$ cat src/rtl/dice_light_pkg.sv
// Shared constants for the dice / traffic-light result monitor.
// Light codes, error causes, light FSM states and dice range.
package dice_light_pkg;

    // Lamp codes, bit order {red, amber, green}
    localparam logic [2:0] LC_RED       = 3'b100;
    localparam logic [2:0] LC_RED_AMBER = 3'b110;
    localparam logic [2:0] LC_GREEN     = 3'b001;
    localparam logic [2:0] LC_AMBER     = 3'b010;

    localparam logic [1:0] ERR_NONE      = 2'd0;
    localparam logic [1:0] ERR_DICE_ILL  = 2'd1;
    localparam logic [1:0] ERR_LIGHT_ILL = 2'd2;
    localparam logic [1:0] ERR_LIGHT_SEQ = 2'd3;

    localparam logic [2:0] DICE_MIN = 3'd1;
    localparam logic [2:0] DICE_MAX = 3'd6;

    typedef enum logic [2:0] {
        ST_UNSYNC,
        ST_RED,
        ST_RED_AMBER,
        ST_GREEN,
        ST_AMBER
    } light_st_e;

    function automatic logic is_dice_legal(input logic [2:0] v);
        return (v >= DICE_MIN) && (v <= DICE_MAX);
    endfunction

endpackage

$ cat src/rtl/light_seq_checker.sv
// Traffic-light sequence checker: light FSM, illegal/sequence detection, lamps.
// Ports: clk, rst (sync, active-low), i_valid, i_force_unsync, i_code -> lamps, o_ill, o_seq.
module light_seq_checker
    import dice_light_pkg::*;
(
    input  logic       clk,
    input  logic       rst,
    input  logic       i_valid,
    input  logic       i_force_unsync,
    input  logic [2:0] i_code,
    output logic       o_red,
    output logic       o_amber,
    output logic       o_green,
    output logic       o_ill,
    output logic       o_seq
);

    light_st_e  r_st;
    logic [2:0] r_lamps;

    light_st_e  w_st_eff;
    light_st_e  w_obs;
    light_st_e  w_succ;
    logic       w_legal;

    // A mode change drops sync before this sample is judged
    always_comb begin
        w_st_eff = i_force_unsync ? ST_UNSYNC : r_st;
    end

    always_comb begin
        w_legal = 1'b1;
        w_obs   = ST_UNSYNC;
        case (i_code)
            LC_RED:       w_obs = ST_RED;
            LC_RED_AMBER: w_obs = ST_RED_AMBER;
            LC_GREEN:     w_obs = ST_GREEN;
            LC_AMBER:     w_obs = ST_AMBER;
            default:      w_legal = 1'b0;
        endcase
    end

    always_comb begin
        case (w_st_eff)
            ST_RED:       w_succ = ST_RED_AMBER;
            ST_RED_AMBER: w_succ = ST_GREEN;
            ST_GREEN:     w_succ = ST_AMBER;
            ST_AMBER:     w_succ = ST_RED;
            default:      w_succ = ST_UNSYNC;
        endcase
    end

    always_comb begin
        o_ill = i_valid && !w_legal;
        o_seq = i_valid && w_legal
             && (w_st_eff != ST_UNSYNC)
             && (w_obs != w_st_eff)
             && (w_obs != w_succ);
    end

    // Legal codes always load, so a sequence error resyncs to the observed state
    always_ff @(posedge clk) begin
        if (!rst) begin
            r_st    <= ST_UNSYNC;
            r_lamps <= 3'b000;
        end else if (i_valid) begin
            if (w_legal) begin
                r_st    <= w_obs;
                r_lamps <= i_code;
            end else begin
                r_st    <= w_st_eff;
            end
        end else if (i_force_unsync) begin
            r_st <= ST_UNSYNC;
        end
    end

    assign o_red   = r_lamps[2];
    assign o_amber = r_lamps[1];
    assign o_green = r_lamps[0];

endmodule

$ cat src/rtl/dice_light_monitor.sv
// Receive-side checker for the dice / traffic-light generator result bus.
// Ports: clk, rst (sync, active-low), sel, result, sample, clr_err ->
//   dice_val, red/amber/green, err_flag, err_pulse, err_code, sample_cnt, err_cnt.
module dice_light_monitor
    import dice_light_pkg::*;
#(
    parameter int CNT_W = 8
) (
    input  logic             clk,
    input  logic             rst,
    input  logic             sel,
    input  logic [2:0]       result,
    input  logic             sample,
    input  logic             clr_err,
    output logic [2:0]       dice_val,
    output logic             red,
    output logic             amber,
    output logic             green,
    output logic             err_flag,
    output logic             err_pulse,
    output logic [1:0]       err_code,
    output logic [CNT_W-1:0] sample_cnt,
    output logic [CNT_W-1:0] err_cnt
);

    localparam logic [CNT_W-1:0] CNT_ONE = CNT_W'(1);
    localparam logic [CNT_W-1:0] CNT_MAX = '1;

    logic             r_last_mode;
    logic [2:0]       r_dice_val;
    logic             r_err_flag;
    logic             r_err_pulse;
    logic [1:0]       r_err_code;
    logic [CNT_W-1:0] r_sample_cnt;
    logic [CNT_W-1:0] r_err_cnt;

    logic             w_mode_chg;
    logic             w_light_vld;
    logic             w_dice_vld;
    logic             w_dice_ill;
    logic             w_light_ill;
    logic             w_light_seq;
    logic             w_err;
    logic [1:0]       w_code;

    always_comb begin
        w_mode_chg  = sample && (sel != r_last_mode);
        w_light_vld = sample && sel;
        w_dice_vld  = sample && !sel;
        w_dice_ill  = w_dice_vld && !is_dice_legal(result);
        w_err       = w_dice_ill || w_light_ill || w_light_seq;
        w_code      = ERR_LIGHT_SEQ;
        if (w_dice_ill) begin
            w_code = ERR_DICE_ILL;
        end else if (w_light_ill) begin
            w_code = ERR_LIGHT_ILL;
        end
    end

    light_seq_checker u_light (
        .clk            (clk),
        .rst            (rst),
        .i_valid        (w_light_vld),
        .i_force_unsync (w_mode_chg),
        .i_code         (result),
        .o_red          (red),
        .o_amber        (amber),
        .o_green        (green),
        .o_ill          (w_light_ill),
        .o_seq          (w_light_seq)
    );

    always_ff @(posedge clk) begin
        if (!rst) begin
            r_last_mode  <= 1'b0;
            r_dice_val   <= 3'd0;
            r_err_flag   <= 1'b0;
            r_err_pulse  <= 1'b0;
            r_err_code   <= ERR_NONE;
            r_sample_cnt <= '0;
            r_err_cnt    <= '0;
        end else begin
            r_err_pulse <= w_err;
            if (sample) begin
                r_last_mode <= sel;
                if (r_sample_cnt != CNT_MAX) begin
                    r_sample_cnt <= r_sample_cnt + CNT_ONE;
                end
            end
            if (w_dice_vld && !w_dice_ill) begin
                r_dice_val <= result;
            end
            // An error on the same edge as clr_err keeps the flag set
            if (w_err) begin
                r_err_flag <= 1'b1;
                r_err_code <= w_code;
                if (r_err_cnt != CNT_MAX) begin
                    r_err_cnt <= r_err_cnt + CNT_ONE;
                end
            end else if (clr_err) begin
                r_err_flag <= 1'b0;
            end
        end
    end

    assign dice_val   = r_dice_val;
    assign err_flag   = r_err_flag;
    assign err_pulse  = r_err_pulse;
    assign err_code   = r_err_code;
    assign sample_cnt = r_sample_cnt;
    assign err_cnt    = r_err_cnt;

endmodule

$ cat config.mk
export PLATFORM = sky130hd
export DESIGN_NAME = dice_light_monitor
export DESIGN_NICKNAME = d
export VERILOG_FILES = /design/src/rtl/dice_light_pkg.sv /design/src/rtl/light_seq_checker.sv /design/src/rtl/dice_light_monitor.sv
export SDC_FILE = /design/constraint.sdc
export NUM_CORES = 1
export LEC_CHECK = 0
export ABC_AREA = 1
export BUFFER_PORTS_ARGS = -buffer_cell sky130_fd_sc_hd__buf_2
export CORE_MARGIN = 5
export CORE_UTILIZATION = 30
export CTS_CLUSTER_DIAMETER = 50
export DETAILED_ROUTE_END_ITERATION = 7
export GPL_TIMING_DRIVEN = 0
export SYNTH_ARGS = -nofsm -noshare
export SYNTH_HDL_FRONTEND = slang
export SYNTH_SLANG_ARGS = --single-unit
$ cat constraint.sdc
create_clock -name clk -period 3.2 [get_ports clk]
set_input_delay 0.48 -clock clk [delete_from_list [all_inputs] [get_ports clk]]
set_output_delay 0.48 -clock clk [all_outputs]
set_load 0.005 [all_outputs]
==> qor.txt <==
Design Area, Final: 0.00193 sq mm
postcts setup bufs: 0
FF-to-FF Start: sample_cnt[0]
Cell Count Post-Placement: 335
syn nets: 243
status: complete, no violations
Worst setup EP type: flip-flop
cts hold-fix bufs: 0
Mapped Avg Cell Area: 6.84 sq um
Critical Path Slowest Stage Cell: nor3_1
global placer's final weighted congestion: 0.830
drt drc: 0
die height: 82.9 microns
hold-critical path depth: 4
Yosys cell types: 26
Syn-to-layout area delta: 21.3%
crit path max fanout: 5
Hold WC Path Type: input pin to flip-flop
Slew headroom: 64.1%
Largest stage delay, worst path: 0.44 ns
synth warn: 0
largest family of logic cells by synthesized area: simple AND/OR/NAND/NOR gates
max cap viols: 0
post-cts gate resize count: 0
Initial Util: 31.0%
I/O pins: 34
Pre-antenna DRT Iters: 4
Setup violations, final: 0
area of the die: 0.00687 sq mm
vias in the first global route: 1456
Gate power share: 13.3%
Synth Area in Adders: 1.57%
Net Switching: 0.000210 W
CP arrival: 1.99 ns
Worst Hold Path EP: err_flag
core area: 0.00514 sq mm
Final min period: 1.82 ns
unrepaired setup endpoints after global routing: no
Worst-Skew Late Latency: 0.27 ns
H-tree lvl count: 2
wire per inst: 11.1 microns
Final TNS setup: 0 ns
CTS max path bufs: 2
area leader, netlist: dfxtp_1
hpwl dp: 2910 microns
Clock Sinks: 30
Finished Layout Cells: 343
startpoint class of the critical path: flip-flop
simple-gate area share of the yosys netlist: 33.9%
Synth top area share: 37.7%
clock network fraction of total power: 37.5%
crit path cell chain: ha_1 > nand3_1 > nor2_1 > nand3_1 > nand2_1 > nor3_1 > nand4_1 > o21ai_0 > a21oi_1
Post-Syn Area: 0.00159 sq mm
Slew @ Worst Pin: 0.534 ns
switching share of power: 25.9%
Worst R2R Setup Slack: 1.38 ns
Max Freq: 0.549 GHz
drt via density: 4.55
max-slew violations: 0
CP Data Required Time: 3.36 ns
hold wc startpoint: clr_err
first-pass GRT wire length: 6600 microns
gate count after technology mapping: 233
Filler cells: 587
Final period util: 56.9%
critical path class: flip-flop to flip-flop
n_diodes: 0
Seq/Total Area, Yosys: 37.7%
Num CTS Buffers: 5
die width: 82.9 microns
Pleak: 0.899 nW
Routed Antenna Nets: 0
sequential power share: 49.1%
Internal: 0.000601 W
share of cells above drive strength 1: 22.7%
Clk pin slew, worst setup/hold paths: 0.06 ns
Design Power: 0.000811 W
xor/xnor share of the synthesized area: 3.30%
routed vias: 1559
largest net degree at the start of global routing: 11
initial antenna violation count: 0
PortBufs: 32
critical path's most frequent cell: nand3_1
aggregate routed wire length: 3810 microns
VDD IR max: 300 uV
Final Hold Viols: 0
largest cells by area after synthesis: dfxtp_1, nand2_1, a21oi_1
CTS root buf: clkbuf_8
R2R depth: 9
Layout Skew: 0.00484 ns
WHS: 0.455 ns
grt total ovfl: 0
Iter 0 DRT Violations: 113
flops & latches, synth: 30
Area after DPL: 0.00184 sq mm
CTS tree: built
post-synthesis mux area share: 0%
GR Util All Layers: 11.4%
Compound-Gate Fraction of Synth Area: 15.3%
RR Endpoint: sample_cnt[7]
Cell Pwr Density: 420 mW/mm^2
Placement Rows: 26
Final Net Count: 282
## registers in the layout, summed over array words and instances, names as in the netlist
signal and count:
u_light.r_st 3, dice_val 3, u_light.r_lamps 3, r_last_mode 1
err_cnt 8, err_pulse 1, err_code 2, err_flag 1
sample_cnt 8
## synth_stat cells (all sizes together)
cell type / count
dfxtp: 30
a31oi: 1
xor2: 3
a21oi: 26
clkbuf: 2
ha: 2
o211a: 1
clkinv: 1
buf: 2
xnor2: 3
nand2: 65
o21a: 2
o21ai: 15
nor2: 19
inv: 27
nand3: 27
nand4: 5
o211ai: 1
nor3: 1
## worst max path at each step
stage,startpoint,to,slack [ns]
finish,sample_cnt[0],sample_cnt[7],1.38
global placement,result[2],err_cnt[2],1.24
CTS,sample_cnt[0],sample_cnt[7],1.34
floorplan,sample,err_cnt[0],1.47
global route,sample_cnt[0],sample_cnt[7],1.19
detailed placement,result[2],err_cnt[4],1.23
## critical path, delay by kind of cell, from the launching register on
family	cells	cell delay, ns
simple gates	6	0.92
fa+ha+maj	1	0.23
flops	1	0.33
compound gates	2	0.24
## final cells by class
type	instances	area, sq um	area share, %
plain buffers	4	26.3	1.36
clock buffers	7	86.3	4.47
clock inverters	1	5.00	0.259
inverters	28	105	5.44
multi-input cells	171	861	44.6
flip-flops and latches	30	601	31.1
well taps	70	87.6	4.53
repair buffers	32	160	8.29
## metrics by stage
stage	setup WS, ns	utilization [%]
2_1_floorplan	1.47	-
3_5_place_dp	1.23	35.8
4_1_cts	1.34	37.6
3_3_place_gp	1.24	35.8
5_1_grt	1.19	37.6
6_report	1.38	37.6
## power by group through the flow
stage / registers [W] / logic (W) / clock network [W]
3_3_place_gp: 0.000406 / 0.000108 / 0
6_report: 0.000398 / 0.000108 / 0.000304
5_1_grt: 0.000400 / 0.000125 / 0.000332
4_1_cts: 0.000398 / 0.000110 / 0.000316
2_1_floorplan: 0.000406 / 0.0000718 / 0
3_5_place_dp: 0.000406 / 0.000110 / 0
## cell usage in the layout, fill, tap and decap left out, types with 2 or more instances in the layout
cell,synthesis,layout
a21oi_1,26,26
buf_2,0,32
clkbuf_1,2,3
clkbuf_8,0,6
dfxtp_1,30,30
ha_1,2,2
inv_1,19,19
inv_2,8,8
nand2_1,59,59
nand2_2,5,5
nand3_1,21,21
nand3_2,6,6
nand4_1,5,5
nor2_1,18,18
o21a_1,2,2
o21ai_0,12,12
o21ai_1,3,3
xnor2_1,3,3
xor2_1,3,3
## layer usage
metal / global-route usage [%] / up-vias / wire length (microns)
met4: 5.20 / 0 / 85
met2: 18.1 / 29 / 1640
met5: 0 / - / 0
met3: 2.57 / 7 / 139
met1: 14.8 / 677 / 1940
li1: - / 846 / -
## logic make-up (layout without fill, tap and decap cells)
family | Yosys count | count (layout)
compound gates | 46 | 46
xor+xnor | 6 | 6
fa+ha+maj | 2 | 2
buf+inv | 32 | 72
flops | 30 | 30
simple gates | 117 | 117
(Power assumes the default switching activity.)
